[config.mk]
export PLATFORM = sky130hd
export DESIGN_NAME = vga_fb_arbiter
export DESIGN_NICKNAME = d
export VERILOG_FILES = /design/src/rtl/vga_fb_arbiter.sv
export SDC_FILE = /design/constraint.sdc
export NUM_CORES = 1
export LEC_CHECK = 0
export ABC_AREA = 1
export CAP_MARGIN = 15
export CORE_MARGIN = 3
export CORE_UTILIZATION = 35
export CTS_CLUSTER_DIAMETER = 50
export CTS_CLUSTER_SIZE = 16
export DETAILED_ROUTE_END_ITERATION = 10
export DONT_BUFFER_PORTS = 1
export GPL_TIMING_DRIVEN = 0
export HOLD_SLACK_MARGIN = 0.06
export SLEW_MARGIN = 20
export SYNTH_ARGS = -nofsm -noshare
export SYNTH_HDL_FRONTEND = slang
export SYNTH_SLANG_ARGS = --single-unit
[constraint.sdc]
create_clock -name clock -period 5.11 [get_ports clock]
set_input_delay 1.022 -clock clock [delete_from_list [all_inputs] [get_ports clock]]
set_output_delay 1.022 -clock clock [all_outputs]
set_load 0.1 [all_outputs]
[src/rtl/vga_fb_arbiter.sv]
// Single-port framebuffer arbiter: VGA scanout reads run two clocks ahead of the beam,
// and a one-entry write buffer drains into any cycle scanout does not need.
module vga_fb_arbiter #(
    parameter int DATA_WIDTH  = 4,
    parameter int SCALE_SHIFT = 2,
    parameter int ADDR_WIDTH  = 15
) (
    input  logic                  clock,
    input  logic                  reset,
    input  logic [9:0]            hCounter,
    input  logic [9:0]            vCounter,
    input  logic                  vidOn,
    input  logic                  wr_valid,
    output logic                  wr_ready,
    input  logic [ADDR_WIDTH-1:0] wr_addr,
    input  logic [DATA_WIDTH-1:0] wr_data,
    output logic [ADDR_WIDTH-1:0] mem_addr,
    output logic                  mem_we,
    output logic [DATA_WIDTH-1:0] mem_wdata,
    input  logic [DATA_WIDTH-1:0] mem_rdata,
    output logic [DATA_WIDTH-1:0] pixel,
    output logic                  wr_oob
);

    localparam int FB_W     = 640 >> SCALE_SHIFT;
    localparam int FB_H     = 480 >> SCALE_SHIFT;
    localparam int FB_WORDS = FB_W * FB_H;
    localparam int M        = (1 << SCALE_SHIFT) - 1;

    typedef struct packed {
        logic [ADDR_WIDTH-1:0] addr;
        logic [DATA_WIDTH-1:0] data;
    } wrReq_t;

    logic [9:0]            lx;
    logic [9:0]            ly;
    logic                  fetchNow;
    logic [ADDR_WIDTH-1:0] fetchAddr;

    wrReq_t                bufQ;
    logic                  bufValid;
    logic                  rdyEn;
    logic                  oobQ;
    logic                  fetchD1;
    logic [DATA_WIDTH-1:0] pixQ;

    logic                  accept;
    logic                  drain;
    logic                  addrOob;

    // Position the beam will be at two clocks from now, wrapping across line/frame ends.
    always_comb begin
        lx = hCounter + 10'd2;
        ly = vCounter;
        if (hCounter >= 10'd798) begin
            lx = hCounter - 10'd798;
            ly = (vCounter == 10'd524) ? 10'd0 : vCounter + 10'd1;
        end
    end

    // Gated by reset so the RAM port sits at address 0 while the block is held.
    assign fetchNow  = reset && (lx < 10'd640) && (ly < 10'(FB_H << SCALE_SHIFT))
                       && ((lx & 10'(M)) == 10'd0);
    assign fetchAddr = ADDR_WIDTH'(ly >> SCALE_SHIFT) * ADDR_WIDTH'(FB_W)
                     + ADDR_WIDTH'(lx >> SCALE_SHIFT);

    assign wr_ready = rdyEn & ~bufValid;
    assign accept   = wr_valid & wr_ready;
    assign drain    = bufValid & ~fetchNow;
    assign addrOob  = 32'(wr_addr) >= 32'(FB_WORDS);

    always_comb begin
        mem_addr  = '0;
        mem_we    = 1'b0;
        mem_wdata = '0;
        if (fetchNow) begin
            mem_addr = fetchAddr;
        end else if (drain) begin
            mem_addr  = bufQ.addr;
            mem_we    = 1'b1;
            mem_wdata = bufQ.data;
        end
    end

    always_ff @(posedge clock or negedge reset) begin
        if (!reset) begin
            bufQ     <= '0;
            bufValid <= 1'b0;
            rdyEn    <= 1'b0;
            oobQ     <= 1'b0;
            fetchD1  <= 1'b0;
            pixQ     <= '0;
        end else begin
            rdyEn   <= 1'b1;
            fetchD1 <= fetchNow;
            // Holding between fetches replicates each word across M+1 columns.
            if (fetchD1)
                pixQ <= mem_rdata;
            // Accept only happens with the buffer empty, so it never races a drain.
            if (accept) begin
                if (addrOob) begin
                    oobQ <= 1'b1;
                end else begin
                    bufValid  <= 1'b1;
                    bufQ.addr <= wr_addr;
                    bufQ.data <= wr_data;
                end
            end else if (drain) begin
                bufValid <= 1'b0;
            end
        end
    end

    assign pixel  = vidOn ? pixQ : '0;
    assign wr_oob = oobQ;

endmodule
=== Word-level counts from Yosys, hierarchy flattened ===
Cells that the tools add are included.
Widths: inputs -> output; s select.

* Magnitude comparators: 4
* Eq/ne operators: 2
* Reduce and logical (&&, ||, !) cells: 8
* $add $sub $neg: 4
* Multipliers: 1
* Bitwise operators: 6
* Mux-type cells: 13

{| class="wikitable"
|+ Operators with widths
! cell !! count
|-
| $mux 10 || 3
|-
| $mux 15 || 2
|-
| $add 15x8->15 || 1
|-
| $ge 15x15->1 const B || 1
|-
| $mux 4 || 3
|-
| $add 10x1->10 const B || 1
|-
| $add 10x2->10 const B || 1
|-
| $eq 10x10->1 const B || 1
|-
| $ge 10x10->1 const B || 1
|-
| $logic_not 10->1 || 1
|-
| $lt 10x10->1 const B || 1
|-
| $lt 10x9->1 const B || 1
|-
| $mul 8x3->10 const B || 1
|-
| $sub 10x10->10 const B || 1
|-
| $reduce_and 2->1 || 3
|-
| $mux 1 || 5
|-
| $and 1x1->1 || 3
|-
| $logic_and 1x1->1 || 3
|-
| $not 1->1 || 3
|-
| $ne 2x2->1 const B || 1
|-
| $reduce_bool 2->1 || 1
|}

* Logic and storage cells: 45
* Register bits: 27

=== Depth between registers and ports, before layout ===
Gate-level depths: netlist of run 1.

* Depth after elaboration: 10
* Gate-level depth with buffers: 25

=== Worst setup path after synthesis of run 1 ===
No wires, ideal clock.

* Kind: input to output
* From: input port hCounter[5]
* To: output port mem_addr[14]
* Buffers on the path: 1
* Stages: 24
* Data arrival time: 4.179 ns
* Setup slack: -0.091 ns
* Data required time: 4.088 ns
* Cells stage by stage: inv_2 nand2_2 nor2_2 nand2_2 nand2_2 inv_2 buf_8 nand4_1 nand2_1 nand3_1 inv_1 ha_1 ha_1 inv_1 fa_1 nor2_1 nand3_1 nor2_1 nand2_1 o21bai_1 nand2_1 inv_1 nand2_1 nand2_1

* Word-level cells in the longest chain between the ends: 10

{| class="wikitable"
|+ Ends and longest elaborated chain
! element !! line !! RTL
|-
| start: declaration || 10 || <nowiki>input logic [9:0] hCounter,</nowiki>
|-
| parallel branches: the longest is 9 deep, another holds $add 15x8->15 || n/a ||
|-
| $mux 15 (*) || 76 || <nowiki>if (fetchNow) begin</nowiki>
|-
| end: declaration || 17 || <nowiki>output logic [ADDR_WIDTH-1:0] mem_addr,</nowiki>
|}

Mark *: on every way between the ends.

=== Worst setup path in the final report of run 1 ===
Same ends and word-level chain as after synthesis.

==> results.yml, run 1 <==
min_path:
  hold_path_class: "input port to async pin"
power:
  power.density_nw_per_um2: 272
  p_switching_mw: 0.361
  p_seq_frac: 0.357
  p_leak_nw: 1.50
  ir_drop_uv: 132
  sw_frac_of_total: 0.459
  internal_power_mw: 0.425
  comb_power_share: 0.486
  clockPowerShare: 0.157
floorplanning:
  num_rows: 30
  die_y_um: 91.9
  boundaryPins: 73
  die_area_um2: 8450
  die_w_um: 91.9
  initial_core_util: 0.370
  core-area_um2: 6980
clock_network:
  clk_latency_ns: 0.27
  cts-root-buf: "clkbuf_8"
  clkSinkCount: 27
  cts_tree: "done"
  holdBufCountCts: 0
  cts_buffer_depth: 2
  clk_pin_slew_ns: 0.09
  htree_levels: 1
  cts_buffers: 3
logic_synthesis:
  ys_async_sr_fraction: 1.00
  synth_area_leaders: "dfrtp_1 26%, nand2_1 15%, ha_1 7.7%"
  synth_cell_types: 34
  synthFlopType: "dfrtp_1"
  synth_cells: 364
  synth_top_area_share: 0.262
  syn_avg_cell_area_um2: 7.10
  synth_nets: 429
  synth-edff-count: 0
  synth-seq-cells: 27
  yosys.area.top_type: "dfrtp_1"
  syn-cell-area_um2: 2580
  ys_warn_count: 0
  ys_seq_area_frac: 0.262
grt:
  grt.total_usage: 0.140
  grt_pass1_vias: 2169
  grt_overflow: 0
  grt_max_degree: 29
  grt_pass1_wl_um: 9920
  antenna_found_initial: 0
finish:
  antennaDiodeCount: 0
  post_route_cells_drive_above_1_share: 0.238
  fin_cells: 466
  area_growth_pct: 12.0
  num-nets-final: 436
critical_path:
  cpMaxStageDelayCell: "fa_2"
  cp_max_fo: 10
  worstPathArrival_ns: 3.87
  cp_cell_sequence: "inv_2 > nand2_2 > nor2_2 > nand2_2 > nand2_2 > inv_2 > buf_8 > nand4_1 > nand2_1 > nand3_2 > inv_1 > ha_4 > ha_4 > inv_1 > fa_2 > nand3b_1 > nand2_2 > xor2_2 > nand2_1 > o21bai_1 > nand2_1 > inv_1 > nand2_2 > nand2_8"
  startpoint_type: "input port"
  critPathMostFrequentCell: "nand2_2"
  crit_type: "input port to output pin"
  end_kind: "output pin"
  worstPathRequired_ns: 4.09
  slowest_delay_ns: 0.35
sta:
  min_period_ns: 4.89
  worst-slew-pin-transition_ns: 1.09
  max-slew-margin-rel: 0.271
  hold_slack_ns: 0.433
  fin_skew_ns: 0.00185
  hold_violations: 0
  rsz0062_at_grt: "no"
  finalSetupViolations: 0
  fmax_mhz: 204
  finalCritPeriodShare: 0.957
  slew_violations: 0
drt:
  routed_wirelength_um: 5950
  remaining_drc_errors: 0
  via_per_inst: 4.78
  ant_nets: 0
  dr.first_iter.drc_count: 63
  wl_per_cell_um: 12.8
  drtPass1Iterations: 6
  via_count: 2229
status:
  outcome: "completed"
place:
  dp.cells: 460
  hpwl_um: 4870
  gp_congestion: 0.842
  port_buffers: 0
job:
  cap_violations: 0
## per-layer routing
metal  vias to the layer above  part of all wire  global-route usage
met4                         0            0.0066              0.0223
li1                       1160                 -                   -
met3                         6             0.048              0.0180
met5                         -                 0                   0
met1                      1011              0.45               0.184
met2                        52              0.49               0.249
## cell usage in the layout, fill, tap and decap left out, types with 2 or more instances in the layout
cell | Yosys | routed
nand4_1 | 6 | 6
nand3_1 | 20 | 19
nand2_1 | 105 | 97
xnor2_1 | 5 | 4
ha_4 | 0 | 2
nor2_4 | 1 | 2
nand3b_1 | 2 | 2
nor2_2 | 3 | 10
dfrtp_1 | 27 | 27
xor2_1 | 7 | 6
a21oi_1 | 9 | 9
nand2_2 | 9 | 14
buf_4 | 0 | 2
ha_1 | 16 | 14
clkbuf_1 | 2 | 2
mux2_2 | 14 | 14
inv_2 | 5 | 5
nor2_1 | 33 | 25
buf_6 | 4 | 4
nand2_4 | 1 | 2
nand2_8 | 0 | 2
o21bai_1 | 3 | 3
inv_1 | 50 | 50
o21ai_0 | 12 | 12
clkbuf_8 | 0 | 3
nand3_2 | 16 | 17
buf_2 | 2 | 2
## flip-flops by register name (all words and copies together), names as in the netlist
| name | flops |
|---|---|
| bufQ | 19 |
| pixQ | 4 |
| wr_oob | 1 |
| bufValid | 1 |
| fetchD1 | 1 |
| rdyEn | 1 |
## power by group through the flow
stage / Sequential (mW) / Combinational (mW) / Clock, mW
final: 0.281 / 0.382 / 0.123
after global placement: 0.284 / 0.352 / 0
after detailed placement: 0.284 / 0.357 / 0
after global routing: 0.286 / 0.421 / 0.138
after CTS: 0.281 / 0.368 / 0.128
after floorplan: 0.278 / 0.317 / 0
## logic make-up after synthesis
| kind of cell | count (synthesis) | share of synthesized area |
|---|---|---|
| other | 1 | 0.00145 |
| AOI/OAI and AO/OA | 27 | 0.0591 |
| xor gates and xnor gates | 12 | 0.0407 |
| adders and majority gates | 18 | 0.0930 |
| DFF | 27 | 0.262 |
| buffers and inverters | 64 | 0.110 |
| and+or+nand+nor | 201 | 0.373 |
| muxes | 14 | 0.0610 |
## layout make-up
type                            count  area, um^2
Fill cell                         736        4090
Multi-Input combinational cell    273        1750
Sequential cell                    27         676
Inverter                           55         206
Tap cell                           96         120
Buffer                              9        77.6
Clock buffer                        3        41.3
Timing Repair Buffer                2        15.0
Clock inverter                      1        7.51
## worst paths after layout
check                                      from                    to  slack [ns]  cells after the start
max                                 hCounter[5]          mem_addr[14]        0.22                     24
min                                       reset     fetchD1$_DFF_PN0_        0.43                      0
max reg2reg                bufValid$_DFFE_PN0P_  bufQ[18]$_DFFE_PN0P_        3.30                      7
min reg2reg                 pixQ[1]$_DFFE_PN0P_   pixQ[1]$_DFFE_PN0P_        0.51                      1
max in group asynchronous                 reset  bufQ[15]$_DFFE_PN0P_        4.61                      0
min in group clock          pixQ[1]$_DFFE_PN0P_   pixQ[1]$_DFFE_PN0P_        0.51                      1
## worst max-delay path: cells and delay by family
kind	cells	cell delay, ns
xor gates and xnor gates	1	0.18
AOI/OAI and AO/OA	1	0.14
and+or+nand+nor	13	1.30
adders and majority gates	3	0.76
buffers and inverters	6	0.46
## through the flow
| stage | power (mW) | area [um^2] | utilization | TNS, ns | setup slack, ns |
|---|---|---|---|---|---|
| 2_1_floorplan | 0.595 | 2590 | - | 0 | 0.0333 |
| 3_3_place_gp | 0.635 | 2710 | 0.388 | -0.710 | -0.265 |
| 3_5_place_dp | 0.641 | 2720 | 0.390 | -0.931 | -0.296 |
| 4_1_cts | 0.776 | 2820 | 0.404 | 0 | 0.00652 |
| 5_1_grt | 0.845 | 2890 | 0.414 | 0 | 0.0179 |
| 6_report | 0.786 | 2890 | 0.414 | 0 | 0.217 |
## cell usage after synthesis, types with 7 or more instances
| master | n |
|---|---|
| mux2_2 | 14 |
| nor2_1 | 33 |
| xor2_1 | 7 |
| nand2_2 | 9 |
| a21oi_1 | 9 |
| dfrtp_1 | 27 |
| o21ai_0 | 12 |
| inv_1 | 50 |
| nand3_2 | 16 |
| ha_1 | 16 |
| nand2_1 | 105 |
| nand3_1 | 20 |
## what timing repair did
action,4_1_cts,5_1_grt
setup endpoints to repair,5,4
resized for setup,11,11
pin swaps,1,7
buffers inserted,0,2
(Power assumes the default switching activity.)
==> run 2: changes to the inputs <==
--- a/config.mk
+++ b/config.mk
@@ -8,7 +8,7 @@
 export ABC_AREA = 1
 export CAP_MARGIN = 15
 export CORE_MARGIN = 3
-export CORE_UTILIZATION = 35
+export CORE_UTILIZATION = 45
 export CTS_CLUSTER_DIAMETER = 50
 export CTS_CLUSTER_SIZE = 16
 export DETAILED_ROUTE_END_ITERATION = 10
==> results.yml, run 2 (same netlist as run 1, synthesis figures left out) <==
status:
  outcome: "completed"
critical_path:
  cp_cell_sequence: "inv_4 > nand2_2 > nor2_2 > nand2_2 > nand2_2 > buf_4 > buf_8 > nand2_1 > nand2_1 > inv_2 > ha_4 > ha_4 > inv_1 > fa_2 > nand3b_1 > nand2_2 > xor2_2 > nand2_1 > o21bai_1 > nand2_1 > inv_1 > nand2_2 > nand2_8"
  crit_type: "input port to output pin"
  worstPathRequired_ns: 4.09
  worstPathArrival_ns: 3.88
  cpMaxStageDelayCell: "fa_2"
  critPathMostFrequentCell: "nand2_2"
  cp_top_family: "simple AND/OR/NAND/NOR gates"
  end_kind: "output pin"
  startpoint_type: "input port"
  cp_max_fo: 10
  cp_num_buf_inv: 6
  slowest_delay_ns: 0.38
floorplanning:
  die_y_um: 81.8
  die_area_um2: 6690
  num_rows: 26
  boundaryPins: 73
  initial_core_util: 0.484
  core-area_um2: 5340
  die_w_um: 81.8
clock_network:
  cts_buffer_depth: 2
  clkSinkCount: 27
  cts_buffers: 3
  cts-root-buf: "clkbuf_8"
  cts_tree: "done"
  clk_pin_slew_ns: 0.10
  htree_levels: 1
  clk_latency_ns: 0.29
  holdBufCountCts: 0
finish:
  post_route_cells_drive_above_1_share: 0.250
  final_core_util: 0.542
  final_cell_mix: "97 x nand2_1, 49 x inv_1, 27 x dfrtp_1"
  largestRegisters: "bufQ x19, pixQ x4"
  largest_reg_flops: 19
  fin_cells: 442
  design_area_um2: 2890
  fillCellCount: 556
  num-nets-final: 438
  area_growth_pct: 11.8
  top_register: "bufQ"
  antennaDiodeCount: 0
  final_common_cell: "nand2_1"
drt:
  via_per_inst: 4.98
  drtPass1Iterations: 4
  ant_nets: 0
  via_count: 2201
  routed_wirelength_um: 5650
  wl_per_cell_um: 12.8
  dr.first_iter.drc_count: 72
  remaining_drc_errors: 0
grt:
  antenna_found_initial: 0
  grt_overflow: 0
  grt_pass1_vias: 2082
  grt.total_usage: 0.172
  grt_pass1_wl_um: 9110
  grt_max_degree: 29
place:
  hpwl_um: 4630
  port_buffers: 0
  placed_cell_area_um2: 2690
  gp_congestion: 0.839
  dp.cells: 434
min_path:
  hold_path_class: "input port to async pin"
sta:
  finalCritPeriodShare: 0.959
  finalSetupViolations: 0
  worst-slew-pin-transition_ns: 1.08
  fin_skew_ns: 0.0144
  fmax_mhz: 204
  max-slew-margin-rel: 0.277
  hold_violations: 0
  min_period_ns: 4.90
  slew_violations: 0
power:
  p_leak_nw: 1.50
  ir_drop_uv: 132
  total_power_mw: 0.789
  power.density_nw_per_um2: 273
job:
  cap_violations: 0
-- run 2: area by class of cell --
cell class,instances,area (um^2),share of cell area
Timing Repair Buffer,5,37.5,0.0130
Inverter,55,211,0.0732
Clock inverter,1,7.51,0.00260
Tap cell,70,87.6,0.0303
Multi-Input combinational cell,273,1760,0.610
Sequential cell,27,676,0.234
Buffer,8,66.3,0.0230
Clock buffer,3,41.3,0.0143
-- run 2: path summary, 6_finish.rpt --
kind	from	to	slack, ns	cells after the start
setup / recovery	hCounter[5]	mem_addr[14]	0.21	23
hold / removal	reset	bufQ[9]$_DFFE_PN0P_	0.42	0
setup reg to reg	bufValid$_DFFE_PN0P_	bufValid$_DFFE_PN0P_	3.29	7
hold reg to reg	bufQ[5]$_DFFE_PN0P_	bufQ[5]$_DFFE_PN0P_	0.51	1
max in group asynchronous	reset	bufValid$_DFFE_PN0P_	4.60	0
min in group clock	bufQ[5]$_DFFE_PN0P_	bufQ[5]$_DFFE_PN0P_	0.51	1
-- run 2: metal layers --
| metal | vias to the layer above | global-route usage | share of wire |
|---|---|---|---|
| li1 | 1159 | - | - |
| met1 | 992 | 0.217 | 0.45 |
| met2 | 45 | 0.309 | 0.49 |
| met3 | 5 | 0.0197 | 0.048 |
| met4 | 0 | 0.0449 | 0.013 |
| met5 | - | 0 | 0 |
-- run 2: repair_timing --
action / 4_1_cts / 5_1_grt
pin swaps: 1 / 14
buffers inserted: 0 / 5
endpoints found under the setup margin: 5 / 6
resized for setup: 12 / 17
-- run 2: report_power, final --
part | switching, mW | leakage (nW) | internal [mW]
Combinational | 0.267 | 1.16 | 0.115
Sequential | 0.0246 | 0.320 | 0.255
Clock | 0.0711 | 0.0217 | 0.0555
-- run 2: stage by stage --
step | setup WS, ns | hold slack [ns] | setup TNS, ns
global placement | -0.278 | 0.473 | -0.754
floorplan | 0.0333 | 0.454 | 0
CTS | 0.0175 | 0.415 | 0
finish | 0.208 | 0.416 | 0
detailed placement | -0.295 | 0.495 | -0.855
global route | -0.00828 | 0.402 | -0.00828
